[src/rtl/vlcenc_if.sv]
// Token and word ports of the vlcenc VLC stage, grouped as one bundle.
// Handshake: a token moves when h_en && h_rdy at a rising edge; a word moves when o_valid && o_rdy at a rising edge.
interface vlcenc_if;
  logic        h_rdy;
  logic        h_en;
  logic [15:0] h_val;
  logic [5:0]  h_len;
  logic        h_end;
  logic        h_dc;
  logic        dc_clr;
  logic        flush;
  logic [15:0] o_data;
  logic        o_valid;
  logic        o_rdy;

  modport master (
    input  h_rdy,
    output h_en, h_val, h_len, h_end, h_dc, dc_clr, flush,
    input  o_data, o_valid,
    output o_rdy
  );

  modport slave (
    output h_rdy,
    input  h_en, h_val, h_len, h_end, h_dc, dc_clr, flush,
    output o_data, o_valid,
    input  o_rdy
  );
endinterface

[src/rtl/vlcenc.sv]
// MPEG-2 intra VLC stage: DC prediction, DC size / escape AC / EOB coding, MSB-first 16-bit packing.
// Optional VLCENC_SHORTCODE_EN adds the three shortest B.14 AC codes.
module vlcenc (
  input  logic        clk,
  input  logic        reset_n,
  vlcenc_if.slave     bus,
  output logic [1:0]  dbg_state,
  output logic [5:0]  dbg_fill,
  output logic [15:0] dbg_pred
);

  typedef enum logic [1:0] {S_IDLE = 2'd0, S_CODE = 2'd1, S_APPEND = 2'd2} state_t;
  typedef enum logic [1:0] {K_AC = 2'd0, K_DC = 2'd1, K_END = 2'd2} kind_t;

  state_t      state_q, state_d;
  logic        live_q;
  logic        rdy;
  kind_t       kind_q;
  logic [15:0] val_q;
  logic [5:0]  run_q;
  logic        pad_q;
  logic [23:0] code_q;
  logic [4:0]  clen_q;
  logic [15:0] pred_q;
  logic [47:0] acc_q;
  logic [5:0]  fill_q;

  logic        accept, flush_req;
  logic        drain, room, do_app;
  logic [3:0]  pad_len;
  logic [4:0]  app_len;
  logic [5:0]  fill_b;
  logic [6:0]  total, shamt;
  logic [47:0] acc_b, ins;

  logic [23:0]        code_c;
  logic [4:0]         clen_c;
  logic signed [16:0] dc_diff_w;
  logic signed [11:0] dc_diff;
  logic [10:0]        dc_mag, dc_mask, dc_bits;
  logic [3:0]         dc_size;
  logic [8:0]         pfx;
  logic [3:0]         pfx_len;
  logic signed [11:0] ac_lev;
`ifdef VLCENC_SHORTCODE_EN
  logic [10:0]        ac_mag;
`endif

  assign accept    = bus.h_en && rdy;
  assign flush_req = bus.flush && rdy && !bus.h_en;

  // ---------------- FSM ----------------
  always_ff @(posedge clk or negedge reset_n) begin
    if (!reset_n) state_q <= S_IDLE;
    else          state_q <= state_d;
  end

  always_comb begin
    state_d = state_q;
    case (state_q)
      S_IDLE: begin
        if (accept)         state_d = S_CODE;
        else if (flush_req) state_d = S_APPEND;
      end
      S_CODE:   state_d = S_APPEND;
      S_APPEND: if (room) state_d = S_IDLE;
      default:  state_d = S_IDLE;
    endcase
  end

  // live_q keeps h_rdy low until the first edge after reset release
  always_comb begin
    rdy       = live_q && (state_q == S_IDLE);
    bus.h_rdy = rdy;
    dbg_state = state_q;
  end

  // ---------------- token capture and code register ----------------
  always_ff @(posedge clk or negedge reset_n) begin
    if (!reset_n) begin
      live_q <= 1'b0;
      kind_q <= K_AC;
      val_q  <= 16'd0;
      run_q  <= 6'd0;
      pad_q  <= 1'b0;
      code_q <= 24'd0;
      clen_q <= 5'd0;
    end else begin
      live_q <= 1'b1;
      if (accept) begin
        kind_q <= bus.h_end ? K_END : (bus.h_dc ? K_DC : K_AC);
        val_q  <= bus.h_val;
        run_q  <= bus.h_len;
        pad_q  <= 1'b0;
      end else if (flush_req) begin
        pad_q  <= 1'b1;
      end
      if (state_q == S_CODE) begin
        code_q <= code_c;
        clen_q <= clen_c;
      end
    end
  end

  always_ff @(posedge clk or negedge reset_n) begin
    if (!reset_n)                                 pred_q <= 16'd0;
    else if (bus.dc_clr)                          pred_q <= 16'd0;
    else if (state_q == S_CODE && kind_q == K_DC) pred_q <= val_q;
  end

  // ---------------- codeword formation ----------------
  always_comb begin
    dc_diff_w = $signed({val_q[15], val_q}) - $signed({pred_q[15], pred_q});
    if (dc_diff_w > 17'sd2047)       dc_diff = 12'sd2047;
    else if (dc_diff_w < -17'sd2047) dc_diff = -12'sd2047;
    else                             dc_diff = dc_diff_w[11:0];
    dc_mag = dc_diff[11] ? (~dc_diff[10:0] + 11'd1) : dc_diff[10:0];

    dc_size = 4'd0;
    for (int i = 0; i < 11; i++) begin
      if (dc_mag[i]) dc_size = 4'(i + 1);
    end

    // negative diffs are sent as diff + 2^size - 1 (ones' complement of |diff|)
    dc_mask = (11'd1 << dc_size) - 11'd1;
    dc_bits = dc_diff[11] ? (dc_diff[10:0] + dc_mask) : dc_diff[10:0];

    case (dc_size)
      4'd0:    begin pfx = 9'b100;       pfx_len = 4'd3; end
      4'd1:    begin pfx = 9'b00;        pfx_len = 4'd2; end
      4'd2:    begin pfx = 9'b01;        pfx_len = 4'd2; end
      4'd3:    begin pfx = 9'b101;       pfx_len = 4'd3; end
      4'd4:    begin pfx = 9'b110;       pfx_len = 4'd3; end
      4'd5:    begin pfx = 9'b1110;      pfx_len = 4'd4; end
      4'd6:    begin pfx = 9'b11110;     pfx_len = 4'd5; end
      4'd7:    begin pfx = 9'b111110;    pfx_len = 4'd6; end
      4'd8:    begin pfx = 9'b1111110;   pfx_len = 4'd7; end
      4'd9:    begin pfx = 9'b11111110;  pfx_len = 4'd8; end
      4'd10:   begin pfx = 9'b111111110; pfx_len = 4'd9; end
      default: begin pfx = 9'b111111111; pfx_len = 4'd9; end
    endcase

    if ($signed(val_q) > 16'sd2047)       ac_lev = 12'sd2047;
    else if ($signed(val_q) < -16'sd2047) ac_lev = -12'sd2047;
    else if (val_q == 16'd0)              ac_lev = 12'sd1;
    else                                  ac_lev = val_q[11:0];

    case (kind_q)
      K_END: begin
        code_c = 24'd2;
        clen_c = 5'd2;
      end
      K_DC: begin
        code_c = ({15'd0, pfx} << dc_size) | {13'd0, dc_bits};
        clen_c = {1'b0, pfx_len} + {1'b0, dc_size};
      end
      default: begin
        code_c = {6'b000001, run_q, ac_lev};
        clen_c = 5'd24;
`ifdef VLCENC_SHORTCODE_EN
        ac_mag = ac_lev[11] ? (~ac_lev[10:0] + 11'd1) : ac_lev[10:0];
        if (run_q == 6'd0 && ac_mag == 11'd1) begin
          code_c = {21'd0, 2'b11, ac_lev[11]};
          clen_c = 5'd3;
        end else if (run_q == 6'd1 && ac_mag == 11'd1) begin
          code_c = {20'd0, 3'b011, ac_lev[11]};
          clen_c = 5'd4;
        end else if (run_q == 6'd0 && ac_mag == 11'd2) begin
          code_c = {19'd0, 4'b0100, ac_lev[11]};
          clen_c = 5'd5;
        end
`endif
      end
    endcase
  end

  // ---------------- accumulator ----------------
  // Drain and merge may share an edge; the merge position accounts for the drained word.
  always_comb begin
    drain   = (fill_q >= 6'd16) && bus.o_rdy;
    pad_len = 4'd0 - fill_q[3:0];
    app_len = pad_q ? {1'b0, pad_len} : clen_q;
    fill_b  = drain ? (fill_q - 6'd16) : fill_q;
    total   = {1'b0, fill_b} + {2'b00, app_len};
    room    = (total <= 7'd48);
    do_app  = (state_q == S_APPEND) && room;
    shamt   = 7'd48 - total;
    acc_b   = drain ? {acc_q[31:0], 16'd0} : acc_q;
    ins     = pad_q ? 48'd0 : ({24'd0, code_q} << shamt);
  end

  always_ff @(posedge clk or negedge reset_n) begin
    if (!reset_n) begin
      acc_q  <= 48'd0;
      fill_q <= 6'd0;
    end else begin
      acc_q  <= do_app ? (acc_b | ins) : acc_b;
      fill_q <= do_app ? total[5:0] : fill_b;
    end
  end

  assign bus.o_data  = acc_q[47:32];
  assign bus.o_valid = (fill_q >= 6'd16);
  assign dbg_fill    = fill_q;
  assign dbg_pred    = pred_q;

endmodule

[src/flat_wrapper.sv]
// flat-port wrapper written by rule: the top's interface ports become plain ports
module vlcenc_flat 
  (clk, reset_n, dbg_state, dbg_fill, dbg_pred, bus_h_rdy, bus_h_en, bus_h_val, bus_h_len, bus_h_end, bus_h_dc, bus_dc_clr, bus_flush, bus_o_data, bus_o_valid, bus_o_rdy);
  vlcenc_if bus_i ();
  input  logic clk;
  input  logic reset_n;
  output logic [1:0] dbg_state;
  output logic [5:0] dbg_fill;
  output logic [15:0] dbg_pred;
  output wire logic [$bits(bus_i.h_rdy)-1:0] bus_h_rdy;
  input wire logic [$bits(bus_i.h_en)-1:0] bus_h_en;
  input wire logic [$bits(bus_i.h_val)-1:0] bus_h_val;
  input wire logic [$bits(bus_i.h_len)-1:0] bus_h_len;
  input wire logic [$bits(bus_i.h_end)-1:0] bus_h_end;
  input wire logic [$bits(bus_i.h_dc)-1:0] bus_h_dc;
  input wire logic [$bits(bus_i.dc_clr)-1:0] bus_dc_clr;
  input wire logic [$bits(bus_i.flush)-1:0] bus_flush;
  output wire logic [$bits(bus_i.o_data)-1:0] bus_o_data;
  output wire logic [$bits(bus_i.o_valid)-1:0] bus_o_valid;
  input wire logic [$bits(bus_i.o_rdy)-1:0] bus_o_rdy;
  assign bus_h_rdy = bus_i.h_rdy;
  assign bus_i.h_en = bus_h_en;
  assign bus_i.h_val = bus_h_val;
  assign bus_i.h_len = bus_h_len;
  assign bus_i.h_end = bus_h_end;
  assign bus_i.h_dc = bus_h_dc;
  assign bus_i.dc_clr = bus_dc_clr;
  assign bus_i.flush = bus_flush;
  assign bus_o_data = bus_i.o_data;
  assign bus_o_valid = bus_i.o_valid;
  assign bus_i.o_rdy = bus_o_rdy;
  vlcenc u_core (.clk(clk), .reset_n(reset_n), .bus(bus_i), .dbg_state(dbg_state), .dbg_fill(dbg_fill), .dbg_pred(dbg_pred));
endmodule
[config.mk]
export PLATFORM = sky130hd
export DESIGN_NAME = vlcenc_flat
export DESIGN_NICKNAME = d
export VERILOG_FILES = /design/src/rtl/vlcenc_if.sv /design/src/rtl/vlcenc.sv /design/src/flat_wrapper.sv
export SDC_FILE = /design/constraint.sdc
export NUM_CORES = 1
export LEC_CHECK = 0
export CAP_MARGIN = 30
export CORE_MARGIN = 10
export CORE_UTILIZATION = 50
export DETAILED_ROUTE_END_ITERATION = 8
export GPL_TIMING_DRIVEN = 1
export PLACE_DENSITY = 0.7
export SLEW_MARGIN = 5
export SYNTH_ARGS = -nofsm -noshare
export SYNTH_HDL_FRONTEND = slang
export SYNTH_SLANG_ARGS = --single-unit
export TNS_END_PERCENT = 30
[constraint.sdc]
create_clock -name clk -period 22.2 [get_ports clk]
set_input_delay 3.33 -clock clk [delete_from_list [all_inputs] [get_ports clk]]
set_output_delay 3.33 -clock clk [all_outputs]
set_load 0.03 [all_outputs]
Word-level counts from Yosys, hierarchy flattened
Memory sizes are Yosys's and may differ from the RTL's.
Cells that the tools add are included.
{ "op_classes": {"n_addsub": 9, "n_mul": 0, "n_div": 0, "n_lt_le_gt_ge": 6, "eq_ne": 6, "shifts": 3, "muxes": 36, "n_bitwise": 3, "reduce_logical": 13} }
{ "op_table": {"columns": ["op", "n"], "rows": [
  ["2-to-1 mux 48 bit", 3],
  ["2-to-1 mux 12 bit", 5],
  ["OR 48 bit", 1],
  ["one-hot mux 24 bit (2 select lines)", 1],
  ["<< shifter 24 x 7 -> 48 bit", 1],
  ["2-to-1 mux 16 bit", 2],
  ["OR 24 x 11 -> 24 bit", 1],
  ["<< shifter 9 x 4 -> 24 bit", 1],
  ["2-to-1 mux 11 bit", 2],
  ["> comparator 17 x 12 -> 1 bit, second input constant", 1],
  ["< comparator 17 x 12 -> 1 bit, second input constant", 1],
  ["subtractor 16 x 16 -> 17 bit", 1],
  ["> comparator 16 x 12 -> 1 bit, second input constant", 1],
  ["logical NOT 16 bit", 1],
  ["< comparator 16 x 12 -> 1 bit, second input constant", 1],
  ["2-to-1 mux 4 bit", 4],
  ["2-to-1 mux 2 bit", 6],
  ["2-to-1 mux 3 bit", 4],
  ["2-to-1 mux 6 bit", 2],
  ["adder 11 x 1 -> 11 bit, second input constant", 1],
  ["adder 11 bit", 1],
  ["NOT 11 bit", 1],
  ["<< shifter 1 x 4 -> 11 bit, first input constant", 1],
  ["subtractor 11 x 1 -> 11 bit, second input constant", 1],
  ["20 further kinds", 32]
]} }
{ "word_totals": {"register_bits": 127, "latch_bits": 0, "ram_bits": 0, "romBits": 208, "input_bits": 30, "output_inout_bits": 42, "word_cells": 88, "memories": 1} }
{ "mem_list": {"columns": ["name", "depth", "word_bits", "read_ports", "rd_ports_with_merged_regs", "wr", "line", "rtl"], "rows": [
  ["(name not given)", 16, 13, 1, 0, 0, "vlcenc.sv:128", "case (dc_size)"]
]} }

Longest topological paths before layout
Gate-level depths: netlist of the first run.
{ "depth": {"word_depth": 24, "ltp_mapped": 44, "ltp_nobuf": 41} }

Worst setup path before layout of the first run
No wires, ideal clock.
{ "synth_path": {"kind": "register to register", "startpoint": "register u_core.pred_q[0] (netlist: u_core.dbg_pred[0])", "endpoint": "register u_core.code_q[10]", "t_arrival_ns": 7.581, "required_time_ns": 22.067, "slack_ns": 14.485, "stages_incl_launch_ff": 39, "path_buffers": 2, "period_less_slack_ns": 7.715, "cell_sequence": "dfrtp_1 > ha_1 > fa_1 > nand2b_1 > a21boi_1 > o21a_1 > o41ai_1 > or3_4 > nor3_4 > buf_6 > nand3_4 > a21boi_0 > ha_1 > buf_2 > nand4_1 > nor4_1 > nand4_1 > o22ai_1 > [... 3 more ...] > inv_1 > ha_1 > nand2_1 > ha_1 > inv_1 > ha_1 > a21o_1 > a21oi_1 > o21ai_0 > a21oi_1 > o21ai_0 > a21o_1 > a21oi_1 > xnor2_1 > xnor2_1 > a21oi_1 > a2111oi_0 > nor2_1"} }
{ "synth_between": {"elab_chain_len": 24, "elab_cells_between_ends": 27, "classes_between": "4 x add/sub; 2 x order compare; 2 x shift; 16 x mux; 2 x bitwise; 1 x memory"} }
{ "synth_rtl": {"columns": ["item", "line", "rtl"], "rows": [
  ["start: declaration", "vlcenc.sv:24", "logic [15:0] pred_q;"],
  ["start signal: assignment", "vlcenc.sv:108", "else if (state_q == S_CODE && kind_q == K_DC) pred_q <= val_q;"],
  ["subtractor 16 x 16 -> 17 bit *", "vlcenc.sv:113", "dc_diff_w = $signed({val_q[15], val_q}) - $signed({pred_q[15], pred_q});"],
  ["< comparator 17 x 12 -> 1 bit", "vlcenc.sv:115", "else if (dc_diff_w < -17'sd2047) dc_diff = -12'sd2047;"],
  ["2-to-1 mux 12 bit", "vlcenc.sv:115", null],
  ["2-to-1 mux 12 bit *", "vlcenc.sv:114", "if (dc_diff_w > 17'sd2047) dc_diff = 12'sd2047;"],
  ["NOT 11 bit", "vlcenc.sv:117", "dc_mag = dc_diff[11] ? (~dc_diff[10:0] + 11'd1) : dc_diff[10:0];"],
  ["adder 11 x 1 -> 11 bit", "vlcenc.sv:117", null],
  ["2-to-1 mux 11 bit", "vlcenc.sv:117", null],
  ["2-to-1 mux 1 bit", "vlcenc.sv:121", "if (dc_mag[i]) dc_size = 4'(i + 1);"],
  ["2-to-1 mux 2 bit (2 in a row)", "vlcenc.sv:121", null],
  ["2-to-1 mux 3 bit (4 in a row)", "vlcenc.sv:121", null],
  ["2-to-1 mux 4 bit (4 in a row)", "vlcenc.sv:121", null],
  ["<< shifter 1 x 4 -> 11 bit", "vlcenc.sv:125", "dc_mask = (11'd1 << dc_size) - 11'd1;"],
  ["subtractor 11 x 1 -> 11 bit", "vlcenc.sv:125", null],
  ["adder 11 bit", "vlcenc.sv:126", "dc_bits = dc_diff[11] ? (dc_diff[10:0] + dc_mask) : dc_diff[10:0];"],
  ["2-to-1 mux 11 bit", "vlcenc.sv:126", null],
  ["OR 24 x 11 -> 24 bit *", "vlcenc.sv:154", "code_c = ({15'd0, pfx} << dc_size) | {13'd0, dc_bits};"],
  ["one-hot mux 24 bit (2 select lines) *", "vlcenc.sv:148", "case (kind_q)"],
  ["end signal: assignment", "vlcenc.sv:99", "code_q <= code_c;"],
  ["end: declaration", "vlcenc.sv:22", "logic [23:0] code_q;"]
]} }
Every way passes the cells marked *; elsewhere a longest branch is shown, timed or not.
A chain may end at the register's enable or synchronous reset.

Worst setup path in the final report of the first run
{ "layout_path": {"startpoint": "register u_core.val_q[0]", "endpoint": "register u_core.code_q[10]"} }
{ "layout_between": {"elab_chain_len": 24, "elab_cells_between_ends": 33, "classes_between": "4 x add/sub; 4 x order compare; 2 x shift; 19 x mux; 2 x bitwise; 1 x reduce/logical; 1 x memory"} }
{ "layout_rtl": {"columns": ["item", "line", "rtl"], "rows": [
  ["start: declaration", "vlcenc.sv:19", "logic [15:0] val_q;"],
  ["start signal: assignment", "vlcenc.sv:92", "val_q <= bus.h_val;"],
  ["subtractor 16 x 16 -> 17 bit", "vlcenc.sv:113", null],
  ["< comparator 17 x 12 -> 1 bit", "vlcenc.sv:115", null],
  ["2-to-1 mux 12 bit", "vlcenc.sv:115", null],
  ["2-to-1 mux 12 bit", "vlcenc.sv:114", null],
  ["NOT 11 bit", "vlcenc.sv:117", null],
  ["adder 11 x 1 -> 11 bit", "vlcenc.sv:117", null],
  ["2-to-1 mux 11 bit", "vlcenc.sv:117", null],
  ["2-to-1 mux 1 bit", "vlcenc.sv:121", null],
  ["2-to-1 mux 2 bit (2 in a row)", "vlcenc.sv:121", null],
  ["2-to-1 mux 3 bit (4 in a row)", "vlcenc.sv:121", null],
  ["2-to-1 mux 4 bit (4 in a row)", "vlcenc.sv:121", null],
  ["<< shifter 1 x 4 -> 11 bit", "vlcenc.sv:125", null],
  ["subtractor 11 x 1 -> 11 bit", "vlcenc.sv:125", null],
  ["adder 11 bit", "vlcenc.sv:126", null],
  ["2-to-1 mux 11 bit", "vlcenc.sv:126", null],
  ["OR 24 x 11 -> 24 bit", "vlcenc.sv:154", null],
  ["one-hot mux 24 bit (2 select lines) *", "vlcenc.sv:148", null]
]} }
Marked as above.

==> metrics, run 1 <==
status finished, final reports clean; Mapped Cells between 1000 and 1500; die area roughly 0.026 sq mm; GR Util All Layers 22.1%; Hold Crit Class reg -> reg; Synth area leaders dfrtp_1 32%, ha_1 6.7%, nor2_1 5.1%; period utilization roughly 41%; Worst EP arrival between 9 and 10 ns; post-synth top area cell dfrtp_1; CP max FO 12; EDFF count, synth 0; boundary pin count just over 70; Clk pin slew, worst setup/hold paths 0.06 ns; vias after detailed routing between 8000 and 9000; number of global-route vias before repair roughly 8300; max-slew violations 0; CTS max path bufs 2; Post-Route WL about 29 mm; core area ~0.020 sq mm; Initial Util slightly above 50%; setup_tns 0 ns; slowest CP cell nor4_1; grt ovf 0; crit-path most repeated cell ha_1; Area Growth Syn to Fin 13.9%; yosys warns 0; Cell Area, Synth between 0.01 and 0.015 sq mm; Syn Nets 1257; Pre-antenna DRT Iters 5; H-Tree Depth 4; Worst-Skew Late Latency around 0.43 ns; met3 Usage GRT 3.69%; Max stage delay on crit path 0.60 ns; Post-DP HPWL ~22 mm; setup bufs post-CTS 0; fillcell total 1756; Final Skew around 0.0084 ns; site row count between 50 and 60; drc violations 0; Seq/Total Area, Yosys 31.6%; critical path class reg -> reg; post-CTS sizing 0; CTS Sinks roughly 130; hold bufs inserted after CTS 0; Mapped Avg Cell Area ~8.6 sq um; clock root cell clkbuf_16; most frequent cells in the layout 136 x nor2_1, 127 x dfrtp_1, 91 x a21oi_1, 90 x nand2_1, 70 x clkdlybuf4s50_1; dominant synthesized flop cell dfrtp_1; Critical Path RT around 23 ns; die height roughly 160 um; Post-DRT Antenna Nets 0; Synth Register Bits roughly 130; worst-margin pin slew 0.846 ns; Final Hold Viols 0; busiest grt layer met2; Max-cap violations 0; CTS tree yes; met2 usage about a third; diode count 0; largest net degree at the start of global routing 68; slew margin rel. 43.6%; Tmin final ~9 ns; gp weighted congestion between 0.9 and 1; layout cell share with drive strength beyond 1 10.9%; Final setup violation count 0; initial antenna violation count 0; TritonCTS Buffers 17; commonest non-fill, non-tap cell in the layout nor2_1; fin nets between 1000 and 1500; Initial DRC Count around 740; Netlist cell types 92; RSZ-0062 raised after global routing no; Vias/cell approximately 6.0; crit path launch type register; Port Buf Inserts 71; Fmax achieved between 0.1 and 0.15 GHz; first-pass GRT wire length approximately 47 mm; Crit. End Element register; top cell type's share of synthesized area a little under a third; DR WL/cell ~20 um; GR Util met1 31.5%; Die W approximately 160 um; Async SR Flop Fraction 100%
-- sequential cells by signal, indices dropped and copies added (netlist names) --
signal and count:
u_core.code_q 24, u_core.val_q 16, u_core.dbg_fill 6, u_core.kind_q 2
u_core.pad_q 1, u_core.live_q 1, u_core.clen_q 5, u_core.dbg_pred 16
u_core.run_q 6, u_core.acc_q 48, u_core.dbg_state 2
-- routing by layer --
metal / wire [um] / up-vias
met1: 13700 / 4224
met3: 1700 / 25
li1: - / 4237
met2: 13400 / 296
met5: 0 / -
met4: 365 / 0
-- metrics by stage --
step	cells	area [sq um]	hold WS, ns	setup WS [ns]	util (%)
after floorplan	1169	10000	0.442	14.49	-
after global placement	1431	10800	0.461	13.54	55.2
after detailed placement	1433	10800	0.471	13.29	55.3
after CTS	1465	11400	0.484	13.26	58.4
after global routing	1465	11400	0.504	12.29	58.4
final	1465	11400	0.479	13.10	58.4
-- kinds of logic (layout without fill, tap and decap cells) --
group | after synthesis | count (layout) | share of synthesized area, %
simple gates | 362 | 362 | 17.7
mux | 92 | 92 | 11.0
buf+inv | 154 | 185 | 6.68
xor+xnor | 40 | 40 | 3.56
compound gates | 335 | 335 | 21.8
flops | 127 | 127 | 31.6
fa+ha+maj | 58 | 58 | 7.52
other cells | 1 | 1 | 0.0373
-- path summary, 6_finish.rpt --
check                           slack [ns]                       endpoint  cells after the start                         from
worst max register to register       13.10  u_core.code_q[10]$_DFFE_PN0P_                     35  u_core.val_q[0]$_DFFE_PN0P_
worst max-delay path                 13.10  u_core.code_q[10]$_DFFE_PN0P_                     35  u_core.val_q[0]$_DFFE_PN0P_
min in group asynchronous             3.01   u_core.val_q[13]$_DFFE_PN0P_                      1                      reset_n
worst min register to register        0.48      u_core.acc_q[3]$_DFF_PN0_                      2    u_core.acc_q[3]$_DFF_PN0_
worst min-delay path                  0.48      u_core.acc_q[3]$_DFF_PN0_                      2    u_core.acc_q[3]$_DFF_PN0_
max in group asynchronous            17.88     u_core.acc_q[11]$_DFF_PN0_                      2                      reset_n
-- critical path: cells and delay by family, from the launching register on --
kind / cells / cell delay, ns
XOR/XNOR: 2 / 0.29
adder cells (fa/ha/maj): 6 / 2.11
AO/OA/AOI/OAI: 14 / 2.95
flip-flops: 1 / 0.40
buffers and inverters: 2 / 0.11
AND/OR/NAND/NOR: 11 / 3.12
-- synthesized netlist by cell type, types with 10 or more instances --
master	instances
a21oi_1	91
nor2_1	136
o22ai_1	39
mux2i_1	50
buf_2	11
xnor2_1	25
a21o_1	18
nand2b_1	10
xor2_1	14
dfrtp_1	127
nand3_1	10
o21ai_0	60
and2_1	11
nand4_1	11
a31oi_1	21
inv_1	62
nand2_1	90
mux2_2	30
a22o_1	25
mux4_2	12
nor2b_1	13
ha_1	54
clkbuf_1	54
buf_4	17
nor3_1	24
-- final cells by class --
cell class | instances | area [sq um] | share of cell area (%)
Clock inverter | 15 | 174 | 1.52
Sequential cell | 127 | 3180 | 27.8
Inverter | 64 | 240 | 2.10
Multi-Input combinational cell | 888 | 6230 | 54.4
Timing Repair Buffer | 89 | 863 | 7.55
Tap cell | 265 | 332 | 2.90
Clock buffer | 17 | 425 | 3.72
Power of run 1 is not shown: default switching activity piles up to over one toggle a cycle in this logic, so the estimate is an artifact.
==> run 2, diff against run 1 <==
clock period = 9 ns   (was 22.2 ns; I/O delays follow)
==> metrics, run 2 (same netlist as run 1, synthesis figures left out) <==
status finished, final reports clean (unchanged); Worst Hold End u_core.clen_q[4]$_DFFE_PN0P_ (was u_core.acc_q[3]$_DFF_PN0_); GR Util All Layers 22.3% (was 22.1%); Critical Path RT 9.30 ns (was 22.50 ns); Area Growth Syn to Fin 15.1% (was 13.9%); Vias/cell 6.10 (was 5.99); Hold Crit Class reg -> reg (unchanged); Top Registers u_core.acc_q (48), u_core.code_q (24) (unchanged); first-pass GRT wire length 47.3 mm (was 46.8 mm); reg2reg start u_core.val_q[0]$_DFFE_PN0P_ (unchanged); multi-input logic area 0.00627 sq mm (was 0.00623 sq mm); fin nets 1284 (was 1275); Hold Path Stages 2 (unchanged); hold bufs inserted after CTS 0 (unchanged); H-Tree Depth 4 (unchanged); RR Endpoint u_core.code_q[10]$_DFFE_PN0P_ (unchanged); reg-to-reg setup timing slack 0.60 ns (was 13.10 ns); period utilization 93.3% (was 41.0%); DR WL/cell 20.3 um (was 19.9 um); crit path launch type register (unchanged); Final Skew 0.00795 ns (was 0.00842 ns); Pre-antenna DRT Iters 5 (unchanged); Worst R2R Path Depth 38 (was 35); CTS max path bufs 2 (unchanged); worst-margin pin slew 0.867 ns (was 0.846 ns); Reg area 0.00318 sq mm (unchanged); number of global-route vias before repair 8456 (was 8338); CTS Sinks 127 (unchanged); diode count 0 (unchanged); clock root cell clkbuf_16 (unchanged); slowest CP cell fa_1 (was nor4_1); Post-DRT Antenna Nets 0 (unchanged); die area 0.0262 sq mm (unchanged); Initial DRC Count 805 (was 738); max-slew violations 0 (unchanged); Final Hold Viols 0 (unchanged); critical path class reg -> reg (unchanged); Crit. End Element register (unchanged); CTS tree yes (unchanged); Max-cap violations 0 (unchanged); initial antenna violation count 0 (unchanged); Clk pin slew, worst setup/hold paths 0.06 ns (about the same); gp weighted congestion 0.912 (was 0.928); Hold Crit Start u_core.clen_q[4]$_DFFE_PN0P_ (was u_core.acc_q[3]$_DFF_PN0_); Die W 162 um (unchanged); core area 0.0196 sq mm (unchanged); commonest non-fill, non-tap cell in the layout nor2_1 (unchanged); Max stage delay on crit path 0.47 ns (was 0.60 ns); CP max FO 9 (was 12); Post-Route WL 29.9 mm (was 29.2 mm); slew margin rel. 42.2% (was 43.6%); Post-DP HPWL 22.2 mm (was 22.1 mm); die height 162 um (unchanged); boundary pin count 72 (unchanged); largest net degree at the start of global routing 68 (unchanged); Tmin final 8.40 ns (was 9.10 ns); setup_tns 0 ns (unchanged); most frequent cells in the layout 136 x nor2_1, 127 x dfrtp_1, 91 x a21oi_1, 90 x nand2_1, 70 x clkdlybuf4s50_1 (unchanged); drc violations 0 (unchanged); TritonCTS Buffers 17 (unchanged); Worst-Skew Late Latency 0.42 ns (was 0.43 ns); fillcell total 1745 (was 1756); Worst EP arrival 8.69 ns (was 9.40 ns); vias after detailed routing 8986 (was 8782); Initial Util 51.3% (unchanged); site row count 51 (unchanged); Port Buf Inserts 71 (unchanged); grt ovf 0 (unchanged); layout cell share with drive strength beyond 1 11.9% (was 10.9%); Final setup violation count 0 (unchanged); max reg flops 48 (unchanged); RSZ-0062 raised after global routing no (unchanged); Fmax achieved 0.119 GHz (was 0.110 GHz); Top reg by flops u_core.acc_q (unchanged)
[run 2: cell count changes in the layout (fill, tap and decap cells not counted), sizes merged]
| cell | delta |
|---|---|
| inv | -3 |
| buf | +9 |
| bufinv | +1 |
| clkinv | +2 |
[run 2: stage by stage]
stage	std cells	hold slack (ns)	utilization [%]	worst slack (ns)	area (sq um)
after floorplan	1169	0.442	-	1.29	10000
after global placement	1438	0.458	55.4	0.643	10900
after detailed placement	1440	0.469	55.6	0.426	10900
after CTS	1472	0.482	58.7	0.394	11500
after global routing	1474	0.517	59.0	0.0150	11600
final	1474	0.484	59.0	0.602	11600
[run 2: worst max-delay path: cells and delay by family, from the launching register on]
family                   cells  cell delay (ns)
buffers and inverters        3             0.31
adder cells (fa/ha/maj)      6             1.76
flip-flops                   1             0.40
XOR/XNOR                     2             0.30
AO/OA/AOI/OAI               14             3.13
AND/OR/NAND/NOR             13             2.39
[run 2: final cells by class]
| class | count | area share, % |
|---|---|---|
| Inverter | 64 | 2.08 |
| Multi-Input combinational cell | 888 | 54.2 |
| Clock inverter | 15 | 1.60 |
| Sequential cell | 127 | 27.5 |
| Clock buffer | 17 | 3.68 |
| Timing Repair Buffer | 98 | 8.08 |
| Tap cell | 265 | 2.87 |
[run 2: layer usage]
metal	part of all wire (%)	GRT usage, %	routed length [um]	vias up
li1	-	-	-	4268
met1	46	31.0	13800	4356
met2	46	34.2	13700	320
met3	6.3	4.45	1890	42
met4	2.1	7.20	629	0
met5	0	0	0	-
[run 2: how the worst max path moves through the flow]
stage / startpoint / depth (start not counted) / slack [ns] / endpoint
3_3_place_gp: u_core.val_q[0]$_DFFE_PN0P_ / 37 / 0.64 / u_core.code_q[10]$_DFFE_PN0P_
5_1_grt: u_core.val_q[0]$_DFFE_PN0P_ / 38 / 0.01 / u_core.code_q[10]$_DFFE_PN0P_
4_1_cts: u_core.val_q[0]$_DFFE_PN0P_ / 38 / 0.39 / u_core.code_q[10]$_DFFE_PN0P_
6_report: u_core.val_q[0]$_DFFE_PN0P_ / 38 / 0.60 / u_core.code_q[10]$_DFFE_PN0P_
2_1_floorplan: u_core.dbg_pred[0]$_DFFE_PN0P_ / 38 / 1.29 / u_core.code_q[10]$_DFFE_PN0P_
3_5_place_dp: u_core.val_q[0]$_DFFE_PN0P_ / 37 / 0.43 / u_core.code_q[10]$_DFFE_PN0P_
[run 2: repair_timing]
item,in CTS,in global routing
buffers inserted,0,2
gates resized for setup,0,7
endpoints found under the setup margin,0,4
Power of run 2 is left out for the same reason.
